<file path="src/rtl/dmem_if.sv">
// dmem_if: MEM-stage datapath port and single-master memory bus seen by the dmem_bridge.
`default_nettype none

interface dmem_if;
  logic        mem_ren;
  logic        mem_wen;
  logic [31:0] mem_addr;
  logic [31:0] mem_dout;
  logic [31:0] mem_din;
  logic        mem_stall;
  logic        bus_req;
  logic        bus_we;
  logic [31:0] bus_addr;
  logic [31:0] bus_wdata;
  logic        bus_ack;
  logic [31:0] bus_rdata;
  logic        align_err;
  logic        timeout_err;

  modport slave (
    input  mem_ren, mem_wen, mem_addr, mem_dout, bus_ack, bus_rdata,
    output mem_din, mem_stall, bus_req, bus_we, bus_addr, bus_wdata,
           align_err, timeout_err
  );

  modport master (
    output mem_ren, mem_wen, mem_addr, mem_dout, bus_ack, bus_rdata,
    input  mem_din, mem_stall, bus_req, bus_we, bus_addr, bus_wdata,
           align_err, timeout_err
  );
endinterface

`default_nettype wire

</file>
<file path="src/rtl/dmem_bridge.sv">
// dmem_bridge: stalls the pipeline while one MEM-stage access runs on a req/ack bus,
// with misalignment and timeout detection. Rev 1.0
`default_nettype none

module dmem_bridge #(
  parameter int          TIMEOUT_CYCLES = 255,
  parameter logic [31:0] ERR_DATA       = 32'hFFFF_FFFF
) (
  input  wire logic clk,
  input  wire logic rst,
  dmem_if.slave     dm
);

  typedef enum logic [1:0] {
    IDLE   = 2'd0,
    ACCESS = 2'd1,
    DONE   = 2'd2
  } state_t;

  localparam logic [7:0] c_last_cnt = 8'(TIMEOUT_CYCLES - 1);

  state_t      r_state;
  logic [7:0]  r_cnt;
  logic [31:0] r_rdata;
  logic        r_req;
  logic        r_we;
  logic [31:0] r_addr;
  logic [31:0] r_wdata;
  logic        r_align_err;
  logic        r_timeout_err;

  logic w_req;
  logic w_aligned;

  assign w_req     = dm.mem_ren | dm.mem_wen;
  assign w_aligned = (dm.mem_addr[1:0] == 2'b00);

  // The request cycle itself stalls, so the datapath never moves past an
  // access before the bridge has had a chance to latch it.
  assign dm.mem_stall   = ((r_state == IDLE) && w_req) || (r_state == ACCESS);
  assign dm.mem_din     = r_rdata;
  assign dm.bus_req     = r_req;
  assign dm.bus_we      = r_we;
  assign dm.bus_addr    = r_addr;
  assign dm.bus_wdata   = r_wdata;
  assign dm.align_err   = r_align_err;
  assign dm.timeout_err = r_timeout_err;

  always_ff @(posedge clk or posedge rst) begin
    if (rst) begin
      r_state       <= IDLE;
      r_cnt         <= 8'd0;
      r_rdata       <= 32'd0;
      r_req         <= 1'b0;
      r_we          <= 1'b0;
      r_addr        <= 32'd0;
      r_wdata       <= 32'd0;
      r_align_err   <= 1'b0;
      r_timeout_err <= 1'b0;
    end else begin
      case (r_state)
        IDLE: begin
          if (w_req) begin
            if (w_aligned) begin
              r_addr  <= dm.mem_addr;
              r_wdata <= dm.mem_dout;
              r_we    <= dm.mem_wen;
              r_req   <= 1'b1;
              r_cnt   <= 8'd0;
              r_state <= ACCESS;
            end else begin
              r_align_err <= 1'b1;
              r_rdata     <= ERR_DATA;
              r_state     <= DONE;
            end
          end
        end
        ACCESS: begin
          // An ack in the final allowed cycle still completes the access.
          if (dm.bus_ack) begin
            if (!r_we) begin
              r_rdata <= dm.bus_rdata;
            end
            r_req   <= 1'b0;
            r_state <= DONE;
          end else if (r_cnt == c_last_cnt) begin
            if (!r_we) begin
              r_rdata <= ERR_DATA;
            end
            r_timeout_err <= 1'b1;
            r_req         <= 1'b0;
            r_state       <= DONE;
          end else begin
            r_cnt <= r_cnt + 8'd1;
          end
        end
        DONE: begin
          r_state <= IDLE;
        end
        default: begin
          r_state <= IDLE;
        end
      endcase
    end
  end

endmodule

`default_nettype wire

</file>
<file path="src/flat_wrapper.sv">
// flat-port wrapper written by rule: the top's interface ports become plain ports
module dmem_bridge_flat 
#(
  parameter int          TIMEOUT_CYCLES = 255,
  parameter logic [31:0] ERR_DATA       = 32'hFFFF_FFFF
)
  (clk, rst, dm_mem_ren, dm_mem_wen, dm_mem_addr, dm_mem_dout, dm_bus_ack, dm_bus_rdata, dm_mem_din, dm_mem_stall, dm_bus_req, dm_bus_we, dm_bus_addr, dm_bus_wdata, dm_align_err, dm_timeout_err);
  dmem_if dm_i ();
  input  wire logic clk;
  input  wire logic rst;
  input wire logic [$bits(dm_i.mem_ren)-1:0] dm_mem_ren;
  input wire logic [$bits(dm_i.mem_wen)-1:0] dm_mem_wen;
  input wire logic [$bits(dm_i.mem_addr)-1:0] dm_mem_addr;
  input wire logic [$bits(dm_i.mem_dout)-1:0] dm_mem_dout;
  input wire logic [$bits(dm_i.bus_ack)-1:0] dm_bus_ack;
  input wire logic [$bits(dm_i.bus_rdata)-1:0] dm_bus_rdata;
  output wire logic [$bits(dm_i.mem_din)-1:0] dm_mem_din;
  output wire logic [$bits(dm_i.mem_stall)-1:0] dm_mem_stall;
  output wire logic [$bits(dm_i.bus_req)-1:0] dm_bus_req;
  output wire logic [$bits(dm_i.bus_we)-1:0] dm_bus_we;
  output wire logic [$bits(dm_i.bus_addr)-1:0] dm_bus_addr;
  output wire logic [$bits(dm_i.bus_wdata)-1:0] dm_bus_wdata;
  output wire logic [$bits(dm_i.align_err)-1:0] dm_align_err;
  output wire logic [$bits(dm_i.timeout_err)-1:0] dm_timeout_err;
  assign dm_i.mem_ren = dm_mem_ren;
  assign dm_i.mem_wen = dm_mem_wen;
  assign dm_i.mem_addr = dm_mem_addr;
  assign dm_i.mem_dout = dm_mem_dout;
  assign dm_i.bus_ack = dm_bus_ack;
  assign dm_i.bus_rdata = dm_bus_rdata;
  assign dm_mem_din = dm_i.mem_din;
  assign dm_mem_stall = dm_i.mem_stall;
  assign dm_bus_req = dm_i.bus_req;
  assign dm_bus_we = dm_i.bus_we;
  assign dm_bus_addr = dm_i.bus_addr;
  assign dm_bus_wdata = dm_i.bus_wdata;
  assign dm_align_err = dm_i.align_err;
  assign dm_timeout_err = dm_i.timeout_err;
  dmem_bridge #(.TIMEOUT_CYCLES(TIMEOUT_CYCLES), .ERR_DATA(ERR_DATA)) u_core (.clk(clk), .rst(rst), .dm(dm_i));
endmodule
</file>
<file path="config.mk">
export PLATFORM = sky130hd
export DESIGN_NAME = dmem_bridge_flat
export DESIGN_NICKNAME = d
export VERILOG_FILES = /design/src/rtl/dmem_if.sv /design/src/rtl/dmem_bridge.sv /design/src/flat_wrapper.sv
export SDC_FILE = /design/constraint.sdc
export NUM_CORES = 1
export LEC_CHECK = 0
export ABC_AREA = 1
export CORE_ASPECT_RATIO = 0.8
export CORE_MARGIN = 5
export CORE_UTILIZATION = 39
export CTS_CLUSTER_DIAMETER = 50
export DETAILED_ROUTE_END_ITERATION = 8
export GPL_TIMING_DRIVEN = 1
export PLACE_DENSITY = 0.82
export REMOVE_ABC_BUFFERS = 1
export SKIP_CTS_REPAIR_TIMING = 1
export SYNTH_ARGS = -nofsm -noshare
export SYNTH_HDL_FRONTEND = slang
export SYNTH_SLANG_ARGS = --single-unit
</file>
<file path="constraint.sdc">
create_clock -name clk -period 3.5 [get_ports clk]
set_input_delay 0.7 -clock clk [delete_from_list [all_inputs] [get_ports clk]]
set_output_delay 0.7 -clock clk [all_outputs]
set_load 0.05 [all_outputs]
</file>
* After elaboration in Yosys (flattened, before gate mapping) *
Index checks and enable logic that the tools add are counted.

cells by class
  reduce and logical (&&, ||, !) cells = 12
  muxes and demuxes = 22
  add/sub/neg operators = 1
  bitwise gates (word level) = 3
  equal/unequal tests = 9

operators with widths
  operator                                                number
  2-to-1 mux 32 bit                                       6
  one-hot mux 32 bit (2 select lines)                     1
  2-to-1 mux 8 bit                                        4
  one-hot mux 8 bit (2 select lines)                      1
  AND reduction 5 bit                                     2
  AND reduction 3 bit                                     3
  adder 8 x 1 -> 8 bit (second input constant)            1
  equality test 8 bit (second input constant)             1
  2-to-1 mux 2 bit                                        4
  inequality test 2 bit (second input constant)           4
  logical NOT 2 bit                                       2
  2-to-1 mux 1 bit                                        4
  inequality test 2 x 1 -> 1 bit (second input constant)  2
  one-hot mux 2 bit (2 select lines)                      1
  AND reduction 4 bit                                     1
  inequality test 3 bit (second input constant)           1
  equality test 2 x 1 -> 1 bit (second input constant)    1
  NOT 1 bit                                               2
  one-hot mux 1 bit (2 select lines)                      1
  AND reduction 2 bit                                     1
  nonzero test 2 bit                                      1
  logical AND 1 bit                                       1
  logical OR 1 bit                                        1
  OR 1 bit                                                1

storage, ports and cells
  logic and storage cells = 56
  input bits = 101
  register bits after elaboration = 110
  output and inout port bits = 101

* Longest topological paths before layout *
  word-level depth = 4
  depth in mapped cells = 10
  depth with buffers taken out = 9

* Worst setup path after synthesis *
Ideal clock, no wire load.

  kind = input port to output port
  start = in dm_mem_wen
  end = out dm_mem_stall
  path buffers = 0
  setup slack = 1487 ps
  arrival time = 1313 ps
  cell stages on the path = 4
  cell sequence = nor2_1 > nand2_1 > nand2_1 > inv_1

on the way
  longest elaborated chain between the ends = 3

ends and longest elaborated chain
  what               RTL line            RTL
  from (decl)        flat_wrapper.sv:12  input wire logic [$bits(dm_i.mem_wen)-1:0] dm_mem_wen;
  OR 1 bit           dmem_bridge.sv:35   assign w_req = dm.mem_ren | dm.mem_wen;
  logical AND 1 bit  dmem_bridge.sv:40   assign dm.mem_stall = ((r_state == IDLE) && w_req) || (r_state == ACCESS);
  logical OR 1 bit   dmem_bridge.sv:40
  to (decl)          flat_wrapper.sv:18  output wire logic [$bits(dm_i.mem_stall)-1:0] dm_mem_stall;

No other way between the ends.

* Final worst setup path *
Same ends and word-level chain as after synthesis.

==> flow_metrics.env <==
export IMPL_hold_class="reg2reg"
export IMPL_layout_commonest_cell="nand2_1"
export IMPL_root_buffer="clkbuf_16"
export IMPL_cts_tree="built"
export IMPL_viasPerCell=4.61
export IMPL_syn_to_final_growth_pct=49.8
export IMPL_grt_max_degree=65
export IMPL_diodes=0
export IMPL_power_frac_comb=0.571
export IMPL_layout_drive_gt1_share=0.0506
export IMPL_dp_cells=906
export IMPL_p_int_uw=3690
export IMPL_pwr_share_seq=0.290
export IMPL_period_needed_ns=3.14
export IMPL_ys_ff_latch=110
export IMPL_crit_slowest_cell="clkdlybuf4s50_1"
export IMPL_ys_warn_count=0
export IMPL_clk_latency_ns=0.34
export IMPL_hpwlAfterDp_mm=9.21
export IMPL_mostFrequentLayoutCells="nand2_1, clkdlybuf4s50_1, dfrtp_1, nor2_1, nand3_1"
export IMPL_core_area_um2=12100
export IMPL_seqCellArea_um2=2750
export IMPL_path_delay_family="buffers and inverters"
export IMPL_drc=0
export IMPL_p_leak_uw=0.00343
export IMPL_end_kind="output port"
export IMPL_first_pass_iters=5
export IMPL_synth_distinct_cells=25
export IMPL_worstMarginPinSlew_ns=0.699
export IMPL_setup_violations=0
export IMPL_cts_htree_levels=3
export IMPL_grt_first_pass_wirelength_mm=20.7
export IMPL_die_h_um=109
export IMPL_critical_path_max_stage_delay_ns=0.70
export IMPL_hold_viol=0
export IMPL_via_count=4246
export IMPL_final_cells=922
export IMPL_finalMaxSlewViolations=0
export IMPL_swShare=0.496
export IMPL_io_pins=202
export IMPL_p_total_uw=7320
export IMPL_finalCritPeriodShare=0.896
export IMPL_track_usage=0.176
export IMPL_cp_arrival_ns=2.44
export IMPL_power_density_nw_per_um2=1030
export IMPL_grt_pass1_vias=4125
export IMPL_rows=36
export IMPL_synth_area_um2=4760
export IMPL_run_status="complete, no violations"
export IMPL_path_clk_slew_ns=0.07
export IMPL_antenna_left=0
export IMPL_multi_input_area_um2=1750
export IMPL_fin_util=0.591
export IMPL_ys_seq_area_frac=0.578
export IMPL_cts_max_path_buffers=2
export IMPL_max_cap_violations=0
export IMPL_critPathKind="in2out"
export IMPL_max_freq_ghz=0.319
export IMPL_tns_ns=0
export IMPL_fillers=1071
export IMPL_die_width_um=134
export IMPL_crit_buf_inv=3
export IMPL_start_util=0.395
export IMPL_required_ns=2.80
export IMPL_die_area_um2=14500
export IMPL_ir_worst_vdd_uv=504
export IMPL_placed_cell_area_um2=6840
export IMPL_gp_congestion=0.837
export IMPL_numPortBuffers=201
export IMPL_p_sw_uw=3630
export IMPL_drt_iter0_drc=218
export IMPL_antenna_found_initial=0
export IMPL_worstSetupStartpointType="input port"
export IMPL_synthCells=576
export IMPL_design_area_um2=7140
export IMPL_routedWlPerCell_um=13.9
export IMPL_pwr_share_clk=0.140
export IMPL_num_nets_final=868
export IMPL_slew_limit_headroom=0.534
export IMPL_rsz0062_at_grt="false"
export IMPL_grt_ovfl_total=0
export IMPL_cts_inserted_buffers=9
export IMPL_path_max_fanout=3
export IMPL_syn_avg_cell_area_um2=8.27
export IMPL_clock_sinks=110
export IMPL_routed_wl_mm=12.9
export IMPL_path_cells="clkdlybuf4s50_1, nor2_1, nand2_1, nand2_1, inv_1, clkdlybuf4s50_1"
export IMPL_worst_clock_skew_ns=0.00708
## cell families (layout without fill, tap and decap cells)
logic type | count (synthesis) | count (layout) | synth area share
AND/OR/NAND/NOR | 407 | 407 | 0.342
adder cells (fa/ha/maj) | 2 | 2 | 0.00525
XOR/XNOR | 2 | 2 | 0.00368
AO/OA/AOI/OAI | 10 | 10 | 0.0147
flip-flops | 110 | 110 | 0.578
buffers and inverters | 45 | 239 | 0.0562
## path summary, 6_finish.rpt
check                               startpoint                     end  slack, ns  depth (start not counted)
min reg2reg                u_core.dm.align_err     u_core.dm.align_err       0.46                          1
max in group asynchronous                  rst  u_core.dm.bus_wdata[8]       2.11                          3
min in group asynchronous                  rst  u_core.dm.bus_addr[16]       0.73                          2
min                        u_core.dm.align_err     u_core.dm.align_err       0.46                          1
max                                 dm_mem_wen            dm_mem_stall       0.36                          6
max reg2reg                    u_core.r_cnt[0]   u_core.dm.mem_din[23]       1.45                          9
## worst reg2reg max path, stage by stage, from the launching register on
cell,delay [ns]
dfrtp_1,0.42
inv_1,0.08
ha_1,0.15
nand2_1,0.05
nor2_1,0.18
nand2_2,0.13
nand2_4,0.39
nand2_4,0.31
nand2_1,0.15
nand2_1,0.07
## sequential cells by signal (all words and copies together) (netlist names)
name	count
u_core.dm.bus_we	1
u_core.dm.timeout_err	1
u_core.dm.mem_din	32
u_core.dm.bus_req	1
u_core.r_state	2
u_core.dm.align_err	1
u_core.dm.bus_addr	32
u_core.dm.bus_wdata	32
u_core.r_cnt	8
## power groups by stage
stage	clock network [uW]	logic [uW]	registers [uW]
floorplan	0	847	3960
global placement	0	4170	2110
detailed placement	0	4220	2140
CTS	1050	4220	2120
global route	1090	4430	2190
finish	1020	4180	2120
## synth_stat cells (all sizes together)
master / count / area, um2
nand3b: 1 / 7.51
o211a: 1 / 10.0
a21oi: 1 / 16.3
nand3: 36 / 180
o21ai: 7 / 35.0
nor2: 45 / 191
nor3: 2 / 10.0
xor2: 1 / 8.76
buf: 23 / 185
xnor2: 1 / 8.76
inv: 15 / 56.3
ha: 2 / 25.0
nand2: 322 / 1240
clkbuf: 7 / 26.3
or2: 1 / 6.26
dfrtp: 110 / 2750
a31o: 1 / 8.76
## metrics by stage
stage / worst slack (ns) / hold WS [ns]
2_1_floorplan: -0.102 / 0.481
3_3_place_gp: 0.401 / 0.447
3_5_place_dp: 0.374 / 0.453
4_1_cts: 0.366 / 0.471
5_1_grt: 0.278 / 0.489
6_report: 0.364 / 0.463
## cell type report
type,instances,share of cell area
clock buffers,10,0.0321
clock inverters,6,0.00981
multi-input cells,421,0.245
inverters,15,0.00824
flip-flops and latches,110,0.386
well taps,152,0.0266
repair buffers,208,0.293
## routing by layer
layer / wire length, um / track usage / up-vias
met5: 0 / 0 / -
met4: 172 / 0.0441 / 0
met3: 992 / 0.0567 / 14
met2: 6080 / 0.282 / 139
met1: 5610 / 0.234 / 1967
li1: - / - / 2126
No activity file was read; power rests on OpenSTA's default activity.
